===== config.mk =====
export PLATFORM = sky130hd
export DESIGN_NAME = clk_gate_idle_ctrl
export DESIGN_NICKNAME = d
export VERILOG_FILES = /design/src/rtl/clk_gate_idle_ctrl.sv
export SDC_FILE = /design/constraint.sdc
export NUM_CORES = 1
export LEC_CHECK = 0
export ABC_AREA = 0
export CELL_PAD_IN_SITES_DETAIL_PLACEMENT = 0
export CELL_PAD_IN_SITES_GLOBAL_PLACEMENT = 1
export CORE_MARGIN = 5
export CORE_UTILIZATION = 32
export DETAILED_ROUTE_END_ITERATION = 8
export GPL_ROUTABILITY_DRIVEN = 1
export PLACE_DENSITY_LB_ADDON = 0.2
export SKIP_LAST_GASP = 1
export SLEW_MARGIN = 10
export SYNTH_ARGS = -nofsm -noshare
export SYNTH_HDL_FRONTEND = slang
export SYNTH_SLANG_ARGS = --single-unit

===== constraint.sdc =====
create_clock -name clk -period 2.8 [get_ports clk]
set_input_delay 0.28 -clock clk [delete_from_list [all_inputs] [get_ports clk]]
set_output_delay 0.28 -clock clk [all_outputs]
set_load 0.02 [all_outputs]

===== src/rtl/clk_gate_idle_ctrl.sv =====
`default_nettype none
// ============================================================================
// Module      : clk_gate_idle_ctrl
// Description : Idle-detect clock-gating controller. Counts qualifying idle
//               cycles, raises a registered disable for a NOR-style gate cell
//               once a programmable threshold is reached, de-gates on
//               activity/wake/force, and acknowledges wake requests after the
//               gated clock has settled.
// Revision    : 1.0 - initial release
// ============================================================================
module clk_gate_idle_ctrl #(
    parameter int IDLE_W      = 8,
    parameter int WAKE_CYCLES = 2,
    parameter int CNT_W       = 16
) (
    input  logic              clk,
    input  logic              rst,
    input  logic [IDLE_W-1:0] idle_thresh,
    input  logic              busy,
    input  logic              wake_req,
    input  logic              force_on,
    output logic              clk_dis,
    output logic              wake_ack,
    output logic              gated,
    output logic [CNT_W-1:0]  gate_events
);

    typedef enum logic [1:0] {
        ST_RUN   = 2'd0,
        ST_GATED = 2'd1,
        ST_WAKE  = 2'd2
    } state_t;

    localparam logic [3:0] c_WAKE_LAST = 4'(WAKE_CYCLES - 1);

    state_t            state_q;
    logic [IDLE_W-1:0] idle_cnt_q;
    logic [3:0]        wake_cnt_q;
    logic              ack_armed_q;
    logic              clk_dis_q;
    logic              wake_ack_q;
    logic              gated_q;
    logic [CNT_W-1:0]  gate_events_q;

    logic              q_idle;
    logic              thresh_hit;
    logic [IDLE_W:0]   idle_sum;
    logic [IDLE_W-1:0] idle_cnt_d;
    logic [CNT_W-1:0]  gate_events_d;

    // Idle qualification, threshold compare (one bit wider so a saturated
    // counter still compares correctly) and saturating increments.
    always_comb begin
        q_idle        = ~busy & ~wake_req & ~force_on & (idle_thresh != '0);
        idle_sum      = {1'b0, idle_cnt_q} + {{IDLE_W{1'b0}}, 1'b1};
        thresh_hit    = idle_sum >= {1'b0, idle_thresh};
        idle_cnt_d    = (&idle_cnt_q) ? idle_cnt_q : idle_sum[IDLE_W-1:0];
        gate_events_d = (&gate_events_q) ? gate_events_q
                                         : gate_events_q + {{(CNT_W-1){1'b0}}, 1'b1};
    end

    // Gating FSM with all outputs registered; reset releases the clock at once.
    always_ff @(posedge clk or posedge rst) begin
        if (rst) begin
            state_q       <= ST_RUN;
            idle_cnt_q    <= '0;
            wake_cnt_q    <= '0;
            ack_armed_q   <= 1'b1;
            clk_dis_q     <= 1'b0;
            wake_ack_q    <= 1'b0;
            gated_q       <= 1'b0;
            gate_events_q <= '0;
        end else begin
            wake_ack_q <= 1'b0;
            if (!wake_req) begin
                ack_armed_q <= 1'b1;
            end

            case (state_q)
                ST_RUN: begin
                    // An ack can only be issued from RUN, so a request raised
                    // while gated is answered after the wake sequence.
                    if (wake_req && ack_armed_q) begin
                        wake_ack_q  <= 1'b1;
                        ack_armed_q <= 1'b0;
                    end
                    if (!q_idle) begin
                        idle_cnt_q <= '0;
                    end else if (thresh_hit) begin
                        state_q       <= ST_GATED;
                        clk_dis_q     <= 1'b1;
                        gated_q       <= 1'b1;
                        idle_cnt_q    <= '0;
                        gate_events_q <= gate_events_d;
                    end else begin
                        idle_cnt_q <= idle_cnt_d;
                    end
                end

                ST_GATED: begin
                    // Only real wake sources de-gate; a zeroed threshold does not.
                    if (busy || wake_req || force_on) begin
                        state_q    <= ST_WAKE;
                        clk_dis_q  <= 1'b0;
                        gated_q    <= 1'b0;
                        wake_cnt_q <= '0;
                    end
                end

                ST_WAKE: begin
                    // Fixed settle window; input changes cannot abort it.
                    if (wake_cnt_q == c_WAKE_LAST) begin
                        state_q    <= ST_RUN;
                        wake_cnt_q <= '0;
                        idle_cnt_q <= '0;
                    end else begin
                        wake_cnt_q <= wake_cnt_q + 4'd1;
                    end
                end

                default: begin
                    state_q   <= ST_RUN;
                    clk_dis_q <= 1'b0;
                    gated_q   <= 1'b0;
                end
            endcase
        end
    end

    assign clk_dis     = clk_dis_q;
    assign wake_ack    = wake_ack_q;
    assign gated       = gated_q;
    assign gate_events = gate_events_q;

endmodule
`default_nettype wire


==> out/qor.yml, run 1 <==
synthesis:
  synth_cell_types: 48
  synth_area_mm2: 0.00192
  syn_avg_cell_area_um2: 9.96
  ys_seq_area_frac: 0.430
  synth-async-reset-ratio: 1.00
  postSynthCellCount: 193
  synth_flop_cell: "dfrtp_1"
  synthMostInstantiatedCell: "dfrtp_1"
  synth_seq_cells: 33
  synth_area_leaders: "dfrtp_1 (42%), xnor2_1 (8.2%), ha_1 (7.8%)"
  synth_edf_count: 0
  synth_area_leader_cell: "dfrtp_1"
  yosys_warnings: 0
  synth_commonest_cells: "dfrtp_1 (32), nand3_1 (19), xnor2_1 (18)"
  syn_nets: 218
  yosys.area.top_type_share: 0.417
global_route:
  grt_max_degree: 34
  antenna_found_initial: 0
  grtUsageTotal: 0.129
  grt_pass1_wl_mm: 7.64
  overflow: 0
  grt_pass1_vias: 1621
setup_path:
  crit_chain: "and2_1 -> nand4_1 -> buf_4 -> xnor2_1 -> ha_1 -> nand4_1 -> or3_2 -> a21boi_2 -> buf_4 -> nand4_1 -> xnor2_1"
  crit_arrival_ns: 2.77
  max_stage_delay_ns: 0.49
  regToRegEndpoint: "gate_events[15]"
  r2r_cells: 11
  cp.required_ns: 2.97
  worstSetupStartpointType: "flop"
  slowest_stage: "or3_2"
  crit_top_cell: "nand4_1"
  critical_path.max_fanout: 11
  path_class: "flop to flop"
  reg2reg_setup_slack_ns: 0.20
  r2r-start: "idle_cnt_q[3]"
  end_kind: "flop"
die:
  coreArea_mm2: 0.00589
  chipWidth_um: 87.5
  fp-row-count: 28
  die_area_mm2: 0.00766
  die_h_um: 87.5
  start_util: 0.327
  pin_count: 32
sta:
  setup_tns_ns: 0
  finalSetupViolCount: 0
  fmax_mhz: 385
  finalMaxSlewViolations: 0
  slew_headroom: 0.711
  fin_skew_ns: 0.00391
  post-route-min-period_ns: 2.60
  rsz0062_at_grt: "false"
  fin_crit_sh: 0.928
  hold_viol_final: 0
  max_slew.worst_pin.slew_ns: 0.433
cells_and_area:
  area_delta_synth_final_pct: 27.3
  nNetsFinal: 259
  seqCellArea_um2: 827
  multi_input_area_mm2: 0.00102
  final_cells: 310
  fill_cells: 595
  final_layout_size_suffix_gt1_frac: 0.128
  diodes: 0
run_status:
  status: "finished, final reports clean"
placed_design:
  dp_hpwl_mm: 3.25
  port_buffers: 31
  place_inst: 300
  gp_congestion: 0.828
cts:
  cts.hold.buffers_added: 0
  clk_pin_slew_ns: 0.07
  clock_latency_ns: 0.28
  cts_buffers: 5
  cts_tree: "yes"
  cts_root_buf: "clkbuf_8"
  cts.path.max_buffers: 2
  cts_num_sinks: 33
  htreeDepth: 2
drt:
  drt-total-wl_mm: 4.39
  ant_nets: 0
  drt_first_pass_iters: 5
  wl_per_cell_um: 14.2
  vias: 1541
  drc: 0
  via_per_inst: 4.97
  drtIter0Drc: 37
worst_hold_path:
  hold_path_class: "input pin to asynchronous set/reset pin"
power:
  power.density_mw_per_mm2: 420
  power.total_mw: 1.03
  irDropWorstVdd_mv: 0.258
  leakage_nw: 1.10
job:
  maxCapViolations: 0
## timing repair
item / in CTS / in global routing
resized for setup: 0 / 2
endpoints found under the setup margin: 0 / 18
hold endpoints to repair: 0 / 0
setup buffers: 0 / 2
## worst max-delay path, delay by kind of cell, from the launching register on
kind	cells	cell delay, ns
AND/OR/NAND/NOR	5	1.05
buffers and inverters	2	0.38
flip-flops	1	0.36
adder cells (fa/ha/maj)	1	0.30
XOR/XNOR	2	0.26
AO/OA/AOI/OAI	1	0.15
## sequential cells by signal, summed over array words and instances (netlist names)
register / flops
gate_events: 16
ack_armed_q: 1
wake_ack: 1
wake_cnt_q: 4
state_q: 2
gated: 1
idle_cnt_q: 8
## stage by stage
| step | setup slack, ns | cell area [um2] | util | hold slack (ns) |
|---|---|---|---|---|
| after floorplan | 0.267 | 1920 | - | 0.319 |
| after global placement | 0.190 | 2340 | 0.397 | 0.468 |
| after detailed placement | 0.108 | 2340 | 0.397 | 0.478 |
| after CTS | 0.0939 | 2430 | 0.412 | 0.398 |
| after global routing | 0.0108 | 2450 | 0.416 | 0.430 |
| final | 0.201 | 2450 | 0.416 | 0.381 |
## cell type report
class                   count  share of cell area
repair buffers             39               0.151
multi-input cells         144               0.419
inverters                  11              0.0169
well taps                  75              0.0383
flip-flops and latches     33               0.338
clock buffers               8              0.0368
## layout by cell type, fill, tap and decap left out, types with 8 or more instances in the layout
cell type | synthesis | routed
xnor2_1 | 18 | 18
inv_1 | 11 | 11
o21ai_0 | 10 | 10
clkdlybuf4s50_1 | 0 | 31
dfrtp_1 | 32 | 32
nand3_1 | 19 | 19
nor2_1 | 9 | 8
ha_1 | 12 | 11
nand2_1 | 13 | 13
nand4_1 | 8 | 8
buf_4 | 2 | 8
## where the power goes
group / switching (mW) / internal (mW) / leakage (nW)
Sequential: 0.0288 / 0.506 / 0.452
Clock: 0.168 / 0.200 / 0.0455
Combinational: 0.0622 / 0.0630 / 0.603
## metal layers
layer	vias to the layer above	track usage	wire length (um)
met1	731	0.170	2130
met4	0	0.0530	79
met3	6	0.0407	226
met2	32	0.195	1950
li1	772	-	-
met5	-	0	0
## worst max path at each step
stage / start / slack (ns) / to
after floorplan: idle_cnt_q[2] / 0.27 / gate_events[1]
after global placement: idle_cnt_q[3] / 0.19 / idle_cnt_q[2]
after detailed placement: idle_cnt_q[3] / 0.11 / idle_cnt_q[2]
after CTS: idle_cnt_q[3] / 0.09 / idle_cnt_q[2]
after global routing: idle_cnt_q[3] / 0.01 / gate_events[15]
final: idle_cnt_q[3] / 0.20 / gate_events[15]
## kinds of logic after synthesis
logic type | count (synthesis) | synth area share
AND/OR/NAND/NOR | 78 | 0.228
AO/OA/AOI/OAI | 31 | 0.116
adder cells (fa/ha/maj) | 12 | 0.0781
multiplexers | 2 | 0.0130
flip-flops | 33 | 0.430
XOR/XNOR | 21 | 0.0957
buffers and inverters | 16 | 0.0391
Note: power is estimated with default switching activity, not from simulation.
==> run 2, diff against run 1 <==
- HOLD_SLACK_MARGIN: unset -> 0.12
==> results of run 2 <==
Final layout, timing and power as in run 1 (identical DEF).
==> run 3, diff against run 2 <==
- CAP_MARGIN: unset -> 0
- TNS_END_PERCENT: unset -> 20
==> results of run 3 <==
Final layout, timing and power as in run 1 (identical DEF).
